==> config.mk <==
export PLATFORM = sky130hd
export DESIGN_NAME = mem_bank_rw
export DESIGN_NICKNAME = d
export VERILOG_FILES = /design/src/rtl/mem_bank_rw_pkg.sv /design/src/rtl/mem_bank_rw_addr_decoder.sv /design/src/rtl/mem_bank_rw.sv
export SDC_FILE = /design/constraint.sdc
export NUM_CORES = 1
export LEC_CHECK = 0
export CAP_MARGIN = 20
export CORE_AREA = 2 2 170 105
export DETAILED_ROUTE_END_ITERATION = 12
export DIE_AREA = 0 0 172 107
export PLACE_DENSITY = 0.63
export SLEW_MARGIN = 20
export SYNTH_ARGS = -nofsm -noshare
export SYNTH_HDL_FRONTEND = slang
export SYNTH_SLANG_ARGS = --single-unit
export TNS_END_PERCENT = 100
==> constraint.sdc <==
create_clock -name clk -period 2.1 [get_ports clk]
set_input_delay 0.42 -clock clk [delete_from_list [all_inputs] [get_ports clk]]
set_output_delay 0.42 -clock clk [all_outputs]
set_load 0.02 [all_outputs]
==> src/rtl/mem_bank_rw_pkg.sv <==
// Shared types and helpers for the mem_bank_rw storage bank and its write decoder.
package mem_pkg;

  localparam int DEF_WORD_W = 16;
  localparam int DEF_DEPTH  = 8;

  typedef enum logic {
    CLEAR = 1'b0,
    IDLE  = 1'b1
  } mem_bank_state_e;

  function automatic logic onehot_hit(input int unsigned sel, input int unsigned idx,
                                      input logic en);
    return en && (sel == idx);
  endfunction

endpackage

==> src/rtl/mem_bank_rw_addr_decoder.sv <==
// Generalised one-hot write-select demux; all outputs low when en is low.
module addr_decoder
  import mem_pkg::*;
#(
  parameter int ADDR_W = 3
) (
  input  logic [ADDR_W-1:0]    sel,
  input  logic                 en,
  output logic [2**ADDR_W-1:0] onehot
);

  genvar gi;
  generate
    for (gi = 0; gi < 2**ADDR_W; gi++) begin : g_dec
      assign onehot[gi] = onehot_hit(32'(sel), gi, en);
    end
  endgenerate

endmodule

==> src/rtl/mem_bank_rw.sv <==
// DEPTH x WIDTH storage bank with valid/ready requests and a hardware clear sweep.
// Build option: MEM_BANK_OUT_REG_EN adds a second response register stage (read latency 2).
module mem_bank_rw
  import mem_pkg::*;
#(
  parameter int WIDTH = DEF_WORD_W,
  parameter int DEPTH = DEF_DEPTH
) (
  input  logic                     clk,
  input  logic                     rst,
  input  logic                     clr,
  input  logic                     req_valid,
  output logic                     req_ready,
  input  logic                     req_we,
  input  logic [$clog2(DEPTH)-1:0] req_addr,
  input  logic [WIDTH-1:0]         req_wdata,
  output logic                     rsp_valid,
  output logic [WIDTH-1:0]         rsp_rdata,
  output logic                     busy
);

  localparam int ADDR_W = $clog2(DEPTH);
`ifdef MEM_BANK_OUT_REG_EN
  localparam int STAGES = 2;
`else
  localparam int STAGES = 1;
`endif

  mem_bank_state_e   r_state, w_state_nxt;
  logic [ADDR_W-1:0] r_ptr, w_ptr_nxt;
  logic [ADDR_W-1:0] w_dec_sel;
  logic              w_dec_en;
  logic [WIDTH-1:0]  w_wdata;
  logic [DEPTH-1:0]  w_onehot;
  logic              w_accept;
  logic              w_rd_acc;

  logic [WIDTH-1:0]  r_mem [DEPTH];
  logic [STAGES-1:0] r_vld_pipe;
  logic [WIDTH-1:0]  r_dat_pipe [STAGES];

  assign req_ready = (r_state == IDLE);
  assign busy      = (r_state == CLEAR);
  assign w_accept  = req_valid && (r_state == IDLE);
  assign w_rd_acc  = w_accept && !req_we;

  always_ff @(posedge clk) begin
    if (rst) begin
      r_state <= CLEAR;
      r_ptr   <= '0;
    end else begin
      r_state <= w_state_nxt;
      r_ptr   <= w_ptr_nxt;
    end
  end

  // The sweep shares the decoder: in CLEAR it steers zeros to r_ptr.
  always_comb begin
    w_state_nxt = r_state;
    w_ptr_nxt   = r_ptr;
    w_dec_sel   = req_addr;
    w_dec_en    = w_accept && req_we;
    w_wdata     = req_wdata;
    case (r_state)
      CLEAR: begin
        w_dec_sel = r_ptr;
        w_dec_en  = 1'b1;
        w_wdata   = '0;
        if (clr) begin
          w_ptr_nxt = '0;
        end else begin
          w_ptr_nxt = r_ptr + 1'b1;
          if (r_ptr == ADDR_W'(DEPTH - 1)) w_state_nxt = IDLE;
        end
      end
      IDLE: begin
        if (clr) begin
          w_state_nxt = CLEAR;
          w_ptr_nxt   = '0;
        end
      end
      default: w_state_nxt = CLEAR;
    endcase
    if (rst) w_dec_en = 1'b0;
  end

  addr_decoder #(.ADDR_W(ADDR_W)) u_dec (
    .sel    (w_dec_sel),
    .en     (w_dec_en),
    .onehot (w_onehot)
  );

  always_ff @(posedge clk) begin
    for (int i = 0; i < DEPTH; i++) begin
      if (w_onehot[i]) r_mem[i] <= w_wdata;
    end
  end

  // Data stages only load behind a valid, so rsp_rdata holds between reads.
  always_ff @(posedge clk) begin
    if (rst) begin
      r_vld_pipe <= '0;
      for (int i = 0; i < STAGES; i++) r_dat_pipe[i] <= '0;
    end else begin
      r_vld_pipe[0] <= w_rd_acc;
      if (w_rd_acc) r_dat_pipe[0] <= r_mem[req_addr];
      for (int i = 1; i < STAGES; i++) begin
        r_vld_pipe[i] <= r_vld_pipe[i-1];
        if (r_vld_pipe[i-1]) r_dat_pipe[i] <= r_dat_pipe[i-1];
      end
    end
  end

  assign rsp_valid = r_vld_pipe[STAGES-1];
  assign rsp_rdata = r_dat_pipe[STAGES-1];

endmodule

Word-level counts from Yosys, hierarchy flattened:

Memories as Yosys holds them, arrays and structs flattened.
Cells that the tools add are included.

* mux-type cells: 55
* reduce and logical (&&, ||, !) cells: 21
* $add $sub $neg: 1
* eq/ne operators: 9
* bitwise logic cells: 1

Operators with widths (number)
* $mux 16: 9
* $reduce_or 16->1: 8
* $mux 1: 34
* $mux 3: 10
* $eq 3x3->1 const B: 5
* $logic_and 1x1->1: 11
* $eq 3x2->1 const B: 2
* $pmux 3 s2: 1
* $add 3x1->3 const B: 1
* $eq 3x1->1 const B: 1
* $logic_not 3->1: 1
* $ne 2x2->1 const B: 1
* $pmux 1 s2: 1
* $logic_not 1->1: 1
* $not 1->1: 1

* register bits after elaboration: 5
* memories: 2
* output and inout bits: 19
* input bits: 24
* logic and storage cells: 92
* memory bits (writable): 144

Memories
* r_mem: depth 8, bits a word 16, read ports 1, clocked after Yosys merged registers in 0, wr ports 1, RTL line mem_bank_rw.sv:38 `logic [WIDTH-1:0] r_mem [DEPTH];`
* r_dat_pipe: depth 1, bits a word 16, read ports 1, clocked after Yosys merged registers in 0, wr ports 1, RTL line mem_bank_rw.sv:40 `logic [WIDTH-1:0] r_dat_pipe [STAGES];`

Depth between registers and ports, before layout:

Gate-level depths: netlist of the first run.

* depth after elaboration: 15
* mapped depth: 5
* depth with buffers taken out: 4

Modules after synthesis:

A second synthesis of the first run with hierarchy kept.

* cells, all modules: 327
* area total of the unflattened synthesis: 6010.8 um^2

Modules (own cells, without submodules)
* mem_bank_rw: cells each 319, sequential area each 4424.2 um^2, area each 5914.4 um^2, times used 1
* addr_decoder: cells each 8, sequential area each 0.0 um^2, area each 96.3 um^2, times used 1

Worst setup path before layout of the first run:

No wires, ideal clock.

* path kind: flip-flop to flip-flop
* start: register r_state, in the netlist req_ready
* end: memory r_mem[6][0] (netlist bit), enable pin
* arrival: 1.861 ns
* required time: 1.712 ns
* path buffers: 1
* clock period less this slack: 2.250 ns
* stages on the path, launching flop included: 5
* library setup time: 0.388 ns
* setup slack: -0.150 ns
* path through: dfxtp_1 > buf_1 > nand4_1 > a21o_1 > nor2_1

* elaborated cells between the ends (all ways): 58
* classes of those cells: eq/ne (7); mux (33); reduce/logical (18)

RTL lines
* start: declaration: RTL line mem_bank_rw.sv:29 `mem_bank_state_e r_state, w_state_nxt;`
* start signal: assignment: RTL line mem_bank_rw.sv:52 `r_state <= w_state_nxt;`
* $logic_and 1x1->1: RTL line mem_bank_rw.sv:44 `assign w_accept = req_valid && (r_state == IDLE);`
* $logic_and 1x1->1: RTL line mem_bank_rw.sv:62 `w_dec_en = w_accept && req_we;`
* $mux 1: RTL line mem_bank_rw.sv:64 `case (r_state)`
* $mux 1: RTL line mem_bank_rw.sv:84 `if (rst) w_dec_en = 1'b0;`
* $logic_and 1x1->1 (*): RTL line mem_bank_rw_pkg.sv:14 `return en && (sel == idx);`
* net u_dec.onehot[6]: RTL line mem_bank_rw_addr_decoder.sv:9 `output logic [2**ADDR_W-1:0] onehot`
* $mux 1 (*): RTL line mem_bank_rw.sv:95 `if (w_onehot[i]) r_mem[i] <= w_wdata;`
* $mux 1 (implied by the code) (*): RTL line mem_bank_rw.sv:95
* $reduce_or 16->1 (no source line)
* $mux 3 (no source line) or $mux 1 (tied branches) (2 in series)
* end: declaration: RTL line mem_bank_rw.sv:38

Mark *: on every way through the listed nets, which the timed path passes. The rest lies on a longest branch.

Final worst setup path of the first run:

* start: register r_state, in the netlist req_ready
* end: output busy

* longest elaborated chain between the ends: 1

RTL lines
* $not 1->1
* end: declaration: RTL line mem_bank_rw.sv:19 `output logic busy`

Every way passes these cells.

==> Flow_metrics.wiki, run 1 <==
{| class="wikitable"
! Metric !! Value
|-
| Run status || finished clean
|-
| Number of CTS-inserted buffers || 17
|-
| CP Class || reg -> out
|-
| Most used cells in the layout excluding fill and tap cells || sky130_fd_sc_hd__edfxtp_1, sky130_fd_sc_hd__clkdlybuf4s50_1, sky130_fd_sc_hd__mux4_2
|-
| Number of buffers inserted to repair setup after CTS || 0
|-
| Pin slew with the least headroom to its limit || 0.532 ns
|-
| Ys Warns || 0
|-
| Growth of design area from synthesis to finish || 23.2%
|-
| Resized Gates After CTS || 0
|-
| Number of antenna diodes || 0
|-
| Placeable Area || roughly 17000 um^2
|-
| Total congestion overflow || 0
|-
| Number of synthesized register bits || approximately 150
|-
| Most common library cell in the layout ignoring fill and taps || sky130_fd_sc_hd__edfxtp_1
|-
| Number of instances in the synthesized netlist || 268
|-
| Critical path depth || 2
|-
| Total power of the final layout || 6.25 mW
|-
| Post-route clock period utilization || 0.939
|-
| Final HPWL from detailed placement || roughly 7200 um
|-
| Data arrival, critical path || 1.55 ns
|-
| RR Startpoint || req_ready
|-
| Ratio of cells with drive above 1 in the final layout || 0.229
|-
| Worst-path clk slew || 0.06 ns
|-
| Width of the chip || between 150 and 200 um
|-
| Beginning of the worst hold path || r_ptr[2]
|-
| Iter 0 DRT Violations || between 150 and 200
|-
| Placed Instance Area || 6650 um^2
|-
| Register-to-Register Setup Slack || 0.39 ns
|-
| Achievable Freq || between 500 and 600 MHz
|-
| Area of the die || between 15000 and 20000 um^2
|-
| Power per cell area || 871 nW/um^2
|-
| Routed len/inst || 19.5 um
|-
| Clock Skews || 0.00920 ns
|-
| Launching element type of the critical path || flip-flop
|-
| Hold buffer count at CTS || 0
|-
| 1st-pass router iterations || 4
|-
| ANT nets after route || 0
|-
| Non-Filler Instances || about 600
|-
| Critical-path cell list || inv_1 -> clkdlybuf4s50_1
|-
| Setup Slack @ Placement || -0.0211 ns
|-
| Kind of end point of the critical path || output pin
|-
| Y dimension of the die || around 110 um
|-
| Critical path capture point || busy
|-
| Crit path largest cell delay || 0.63 ns
|-
| Worst reg2reg path endpoint || r_mem[0][8]
|-
| Area contributors post-synth || sky130_fd_sc_hd__edfxtp_1, sky130_fd_sc_hd__mux4_2, sky130_fd_sc_hd__mux4_1, sky130_fd_sc_hd__a22o_1, sky130_fd_sc_hd__and2_1
|-
| Worst Hold Margin || roughly 0.58 ns
|-
| Number of cells on the worst reg-to-reg path || 5
|-
| Number of H-tree levels || 4
|-
| Routed vias || 2819
|-
| Fraction of synthesized cell area taken by the top area cell type || 0.743
|-
| Drt via density || 4.83
|-
| Cell type contributing the most total cell area after synthesis || sky130_fd_sc_hd__edfxtp_1
|-
| Crit path setup slack, layout || between 0.1 and 0.15 ns
|-
| Total leakage power || 2.26 nW
|-
| Global-route wire length before repair || 17500 um
|-
| Slowest CP cell || sky130_fd_sc_hd__clkdlybuf4s50_1
|-
| RSZ-0062 raised after global routing || false
|-
| Fillcell total || 1481
|-
| Cell at the root of the clock tree || sky130_fd_sc_hd__clkbuf_16
|-
| Max-slew violation count || 0
|-
| Unique cell type count in the Yosys netlist || 34
|-
| Vias in the first global route || a little over 3k
|-
| Max Buffers Root-to-Sink || 2
|-
| Number of antenna violations at the first check in global routing || 0
|-
| Relative slew margins || 0.645
|-
| Post-route core utilization || 0.426
|-
| Number of nets in the synthesized netlist || 294
|-
| Number of sinks handled by clock tree synthesis || between 100 and 150
|-
| Final hold violations || 0
|-
| Top-level I/O count || between 40 and 50
|-
| Pin count of the biggest net entering global routing || 26
|-
| Number of max-cap violations || 0
|-
| TritonCTS clock tree || done
|-
| Fin nets || 364
|-
| Clock period minus worst slack || 1.97 ns
|-
| Critical Path Fanout Max || 8
|-
| Number of standard-cell rows in the floorplan || 37
|-
| Top Family by Delay on Critical Path || buffers and inverters
|-
| Mean instance size in the synthesized netlist || 21.7 um^2
|-
| Number of remaining DRC errors || 0
|-
| Fraction of the yosys area taken by sequential cells || 0.760
|-
| Buffers added on ports || 42
|-
| Placed instance count || around 550
|-
| Worst setup startpoint || req_ready
|-
| Total GRT Usage || 0.134
|-
| Latest clock arrival within the worst-skew pair || 0.41 ns
|-
| Accumulated negative setup slack || 0 ns
|-
| Setup violators final || 0
|-
| Effective utilization at floorplan || 0.345
|-
| Total Routed Length || 11400 um
|-
| Crit path buf inv count || 2
|-
| Placer's final routability congestion estimate || 0.764
|-
| Post-route cell area || 7170 um^2
|-
| Post-synthesis instance area || 5820 um^2
|-
| Max IR drop VDD || 0.476 mV
|-
| HP Class || reg -> reg
|-
| Required time worst endpoint || 1.68 ns
|}
==> metal layers <==
layer | vias to the layer above | global-route usage | share of wire
met1 | 1482 | 0.174 | 0.45
met5 | - | 0 | 0
li1 | 1262 | - | -
met3 | 10 | 0.0317 | 0.042
met2 | 65 | 0.219 | 0.50
met4 | 0 | 0.0498 | 0.0077
==> how the worst min path moves through the flow <==
stage	slack (ns)	to	depth (start not counted)
after floorplan	0.50	r_ptr[0]	1
after global placement	0.55	r_ptr[2]	2
after detailed placement	0.58	r_ptr[2]	2
after CTS	0.59	r_ptr[2]	2
final	0.58	r_ptr[2]	2
after global routing	0.63	r_ptr[2]	2
==> synthesized netlist by cell type <==
library cell / n
sky130_fd_sc_hd__a21o_1: 1
sky130_fd_sc_hd__a21oi_1: 1
sky130_fd_sc_hd__a22o_1: 16
sky130_fd_sc_hd__a31o_2: 1
sky130_fd_sc_hd__a31oi_1: 2
sky130_fd_sc_hd__and2_1: 16
sky130_fd_sc_hd__and2_4: 1
sky130_fd_sc_hd__and3_1: 1
sky130_fd_sc_hd__and3b_1: 1
sky130_fd_sc_hd__and4b_1: 1
sky130_fd_sc_hd__and4bb_1: 1
sky130_fd_sc_hd__buf_1: 1
sky130_fd_sc_hd__buf_12: 1
sky130_fd_sc_hd__buf_2: 2
sky130_fd_sc_hd__buf_6: 6
sky130_fd_sc_hd__buf_8: 1
sky130_fd_sc_hd__clkbuf_1: 2
sky130_fd_sc_hd__clkbuf_8: 2
sky130_fd_sc_hd__dfxtp_1: 5
sky130_fd_sc_hd__edfxtp_1: 144
sky130_fd_sc_hd__ha_1: 2
sky130_fd_sc_hd__inv_1: 3
sky130_fd_sc_hd__mux2i_1: 2
sky130_fd_sc_hd__mux4_1: 8
sky130_fd_sc_hd__mux4_2: 24
sky130_fd_sc_hd__nand2_1: 1
sky130_fd_sc_hd__nand2b_1: 1
sky130_fd_sc_hd__nand4_1: 1
sky130_fd_sc_hd__nor2_1: 11
sky130_fd_sc_hd__nor2b_1: 1
sky130_fd_sc_hd__nor3_1: 5
sky130_fd_sc_hd__o21bai_2: 1
sky130_fd_sc_hd__o32a_1: 1
sky130_fd_sc_hd__xor2_1: 1
==> registers in the layout, summed over array words and instances, names as in the netlist <==
signal and cells:
r_dat_pipe 16, r_ptr 3, req_ready 1, rsp_valid 1, r_mem 128
==> worst register-to-register path, stage by stage (launching register included) <==
cell	delay (ns)
sky130_fd_sc_hd__dfxtp_1	0.44
sky130_fd_sc_hd__buf_4	0.29
sky130_fd_sc_hd__nor2_1	0.08
sky130_fd_sc_hd__o21bai_2	0.28
sky130_fd_sc_hd__nor2_1	0.14
sky130_fd_sc_hd__buf_4	0.21
==> power breakdown <==
part           internal (mW)  total [mW]  leakage (nW)  switching (mW)
sequential              3.27        3.28          1.28          0.0144
combinational          0.143       0.258         0.729           0.116
clock                   1.60        2.70         0.255            1.11
total                   5.01        6.25          2.26            1.24
==> kinds of logic (layout without fill, tap and decap cells) <==
family | Yosys count | in the layout | share of synthesized area
muxes | 34 | 34 | 0.132
adders and majority gates | 2 | 2 | 0.00430
and+or+nand+nor | 41 | 41 | 0.0404
buffers and inverters | 18 | 100 | 0.0279
DFF | 149 | 149 | 0.760
xor gates and xnor gates | 1 | 1 | 0.00150
AOI/OAI and AO/OA | 23 | 23 | 0.0335
==> cell type report <==
type,instances,area [um^2],area share
Inverter,3,11.3,0.00157
Tap cell,234,293,0.0408
Sequential cell,149,4420,0.617
Clock inverter,12,90.1,0.0126
Clock buffer,19,433,0.0603
Timing Repair Buffer,66,683,0.0952
Multi-Input combinational cell,101,1240,0.173
(Power assumes the default switching activity.)
==> run 2, diff against run 1 <==
--- a/config.mk
+++ b/config.mk
@@ -6,10 +6,13 @@
 export NUM_CORES = 1
 export LEC_CHECK = 0
 export CAP_MARGIN = 20
+export CELL_PAD_IN_SITES_DETAIL_PLACEMENT = 0
+export CELL_PAD_IN_SITES_GLOBAL_PLACEMENT = 1
 export CORE_AREA = 2 2 170 105
+export CTS_CLUSTER_DIAMETER = 120
 export DETAILED_ROUTE_END_ITERATION = 12
 export DIE_AREA = 0 0 172 107
-export PLACE_DENSITY = 0.63
+export PLACE_DENSITY = 0.68
 export SLEW_MARGIN = 20
 export SYNTH_ARGS = -nofsm -noshare
 export SYNTH_HDL_FRONTEND = slang
==> run 2 against run 1 <==
Sequential share of layout area fell by 0.59 points. Setup slack worse by 0.046 ns. Fmax down 2.3%. Worst hold slack lost 0.0073 ns. Via count rose by 3.1%. Clock power grew 6%. Global-route usage is 0.49 points higher. Clock skew increased by 0.00089 ns. Sequential power hardly changed. Register-to-register slack about the same. Cell area rose by 0.99%. Largest cell class unchanged. Largest power group unchanged.
==> Flow_metrics.wiki, run 2 (synthesized netlist as in run 1, its figures left out) <==
{| class="wikitable"
! Metric !! Value
|-
| Run status || finished clean
|-
| Y dimension of the die || approximately 110 um
|-
| 1st-pass router iterations || 5
|-
| Min-Delay Path Depth || 2
|-
| Total Routed Length || approximately 12000 um
|-
| Number of H-tree levels || 4
|-
| Achievable Freq || ~500 MHz
|-
| Drt via density || 4.94
|-
| Number of antenna diodes || 0
|-
| Max FFs per register || ~130
|-
| Max Buffers Root-to-Sink || 2
|-
| Number of antenna violations at the first check in global routing || 0
|-
| HP Class || reg -> reg
|-
| Critical-path cell list || inv_1 -> clkdlybuf4s50_1
|-
| Kind of end point of the critical path || output pin
|-
| Data arrival, critical path || 1.60 ns
|-
| Pin count of the biggest net entering global routing || 23
|-
| Most used cells in the layout excluding fill and tap cells || sky130_fd_sc_hd__edfxtp_1, sky130_fd_sc_hd__clkdlybuf4s50_1, sky130_fd_sc_hd__mux4_2
|-
| RSZ-0062 raised after global routing || false
|-
| Most common library cell in the layout ignoring fill and taps || sky130_fd_sc_hd__edfxtp_1
|-
| Buffers added on ports || 42
|-
| Iter 0 DRT Violations || 288
|-
| TritonCTS clock tree || done
|-
| Total congestion overflow || 0
|-
| Top-level I/O count || 43
|-
| Routed len/inst || 20.1 um
|-
| Fin nets || 367
|-
| Relative slew margins || 0.755
|-
| Number of cells on the worst reg-to-reg path || 5
|-
| CP Class || reg -> out
|-
| Pin slew with the least headroom to its limit || between 0.3 and 0.4 ns
|-
| Growth of design area from synthesis to finish || 24.5%
|-
| Width of the chip || 172 um
|-
| Number of max-cap violations || 0
|-
| Worst Hold Margin || 0.576 ns
|-
| Total power of the final layout || 6.43 mW
|-
| Crit path largest cell delay || 0.65 ns
|-
| Max-slew violation count || 0
|-
| ANT nets after route || 0
|-
| Reg with most FFs || r_mem
|-
| Required time worst endpoint || 1.68 ns
|-
| Final hold violations || 0
|-
| Routed vias || 2905
|-
| Global-route wire length before repair || 18000 um
|-
| Regs by FF count || r_mem: 128 flops, r_dat_pipe: 16 flops, r_ptr: 3 flops
|-
| Final HPWL from detailed placement || between 7000 and 8000 um
|-
| Critical Path Fanout Max || 9
|-
| Total leakage power || about 2.3 nW
|-
| Placeable Area || 16900 um^2
|-
| Number of sinks handled by clock tree synthesis || 149
|-
| Cell at the root of the clock tree || sky130_fd_sc_hd__clkbuf_16
|-
| Clock period minus worst slack || 2.02 ns
|-
| Number of remaining DRC errors || 0
|-
| Max IR drop VDD || 0.414 mV
|-
| Vias in the first global route || about 3.0k
|-
| Number of CTS-inserted buffers || 17
|-
| Clock Skews || 0.0101 ns
|-
| Latest clock arrival within the worst-skew pair || 0.41 ns
|-
| Launching element type of the critical path || flip-flop
|-
| Hold buffer count at CTS || 0
|-
| Power per cell area || 887 nW/um^2
|-
| Post-route clock period utilization || 0.961
|-
| Worst-path clk slew || 0.06 ns
|-
| Slowest CP cell || sky130_fd_sc_hd__clkdlybuf4s50_1
|-
| Effective utilization at floorplan || 0.345
|-
| Number of standard-cell rows in the floorplan || 37
|-
| Placer's final routability congestion estimate || between 0.6 and 0.7
|-
| Fillcell total || 1475
|-
| Area of the die || 18400 um^2
|-
| Setup violators final || 0
|-
| Ratio of cells with drive above 1 in the final layout || 0.246
|-
| Total GRT Usage || 0.138
|}
## run 2: cell count changes in the layout (fill, tap and decap cells not counted)
cell	delta
sky130_fd_sc_hd__buf_12	+1
sky130_fd_sc_hd__buf_4	+2
sky130_fd_sc_hd__clkinv_1	-2
sky130_fd_sc_hd__clkinv_2	-4
sky130_fd_sc_hd__clkinv_4	+1
sky130_fd_sc_hd__clkinvlp_4	+1
sky130_fd_sc_hd__dfxtp_1	-1
sky130_fd_sc_hd__dfxtp_2	+1
sky130_fd_sc_hd__inv_6	+4
sky130_fd_sc_hd__inv_8	+1
## run 2: worst max-delay path, delay by kind of cell, from the launching register on
| kind | cells | cell delay, ns |
|---|---|---|
| DFF | 1 | 0.36 |
| buffers and inverters | 2 | 0.83 |
## run 2: repair_timing
| action | in CTS | in global routing |
|---|---|---|
| setup buffers | 0 | 0 |
| setup endpoints to repair | 0 | 1 |
| gates resized for setup | 0 | 1 |
## run 2: final cells by class
type / count / area [um^2] / share of cell area
tap: 234 / 293 / 0.0404
clock buffer: 19 / 433 / 0.0597
timing repair buffer: 69 / 718 / 0.0991
clock inverter: 13 / 125 / 0.0173
sequential: 149 / 4430 / 0.611
multi-input combinational: 101 / 1240 / 0.171
inverter: 3 / 11.3 / 0.00155
## run 2: power by group
| part | total [mW] | switching, mW | internal, mW |
|---|---|---|---|
| registers | 3.28 | 0.0153 | 3.27 |
| logic | 0.276 | 0.121 | 0.154 |
| clock network | 2.87 | 1.22 | 1.65 |
## run 2: worst paths after layout
path	startpoint	endpoint	slack, ns
max	req_ready	busy	0.08
min	r_ptr[2]	r_ptr[2]	0.58
max reg2reg	req_ready	r_mem[5][7]	0.38
min reg2reg	r_ptr[2]	r_ptr[2]	0.58
## run 2: per-layer routing
| layer | vias up | share of wire | track usage |
|---|---|---|---|
| li1 | 1267 | - | - |
| met1 | 1501 | 0.46 | 0.204 |
| met2 | 124 | 0.45 | 0.201 |
| met3 | 13 | 0.084 | 0.0314 |
| met4 | 0 | 0.0099 | 0.0510 |
| met5 | - | 0 | 0 |
## run 2: per-stage QoR
stage | cells | utilization | instance area [um^2] | setup TNS (ns) | setup slack [ns]
after detailed placement | 556 | 0.397 | 6690 | -0.00492 | -0.00492
after global routing | 588 | 0.430 | 7250 | 0 | 0.0574
final | 588 | 0.430 | 7250 | 0 | 0.0828
after global placement | 556 | 0.397 | 6690 | 0 | 0.00838
after CTS | 588 | 0.430 | 7240 | 0 | 0.0104
after floorplan | 268 | - | 5830 | -9.12 | -0.150
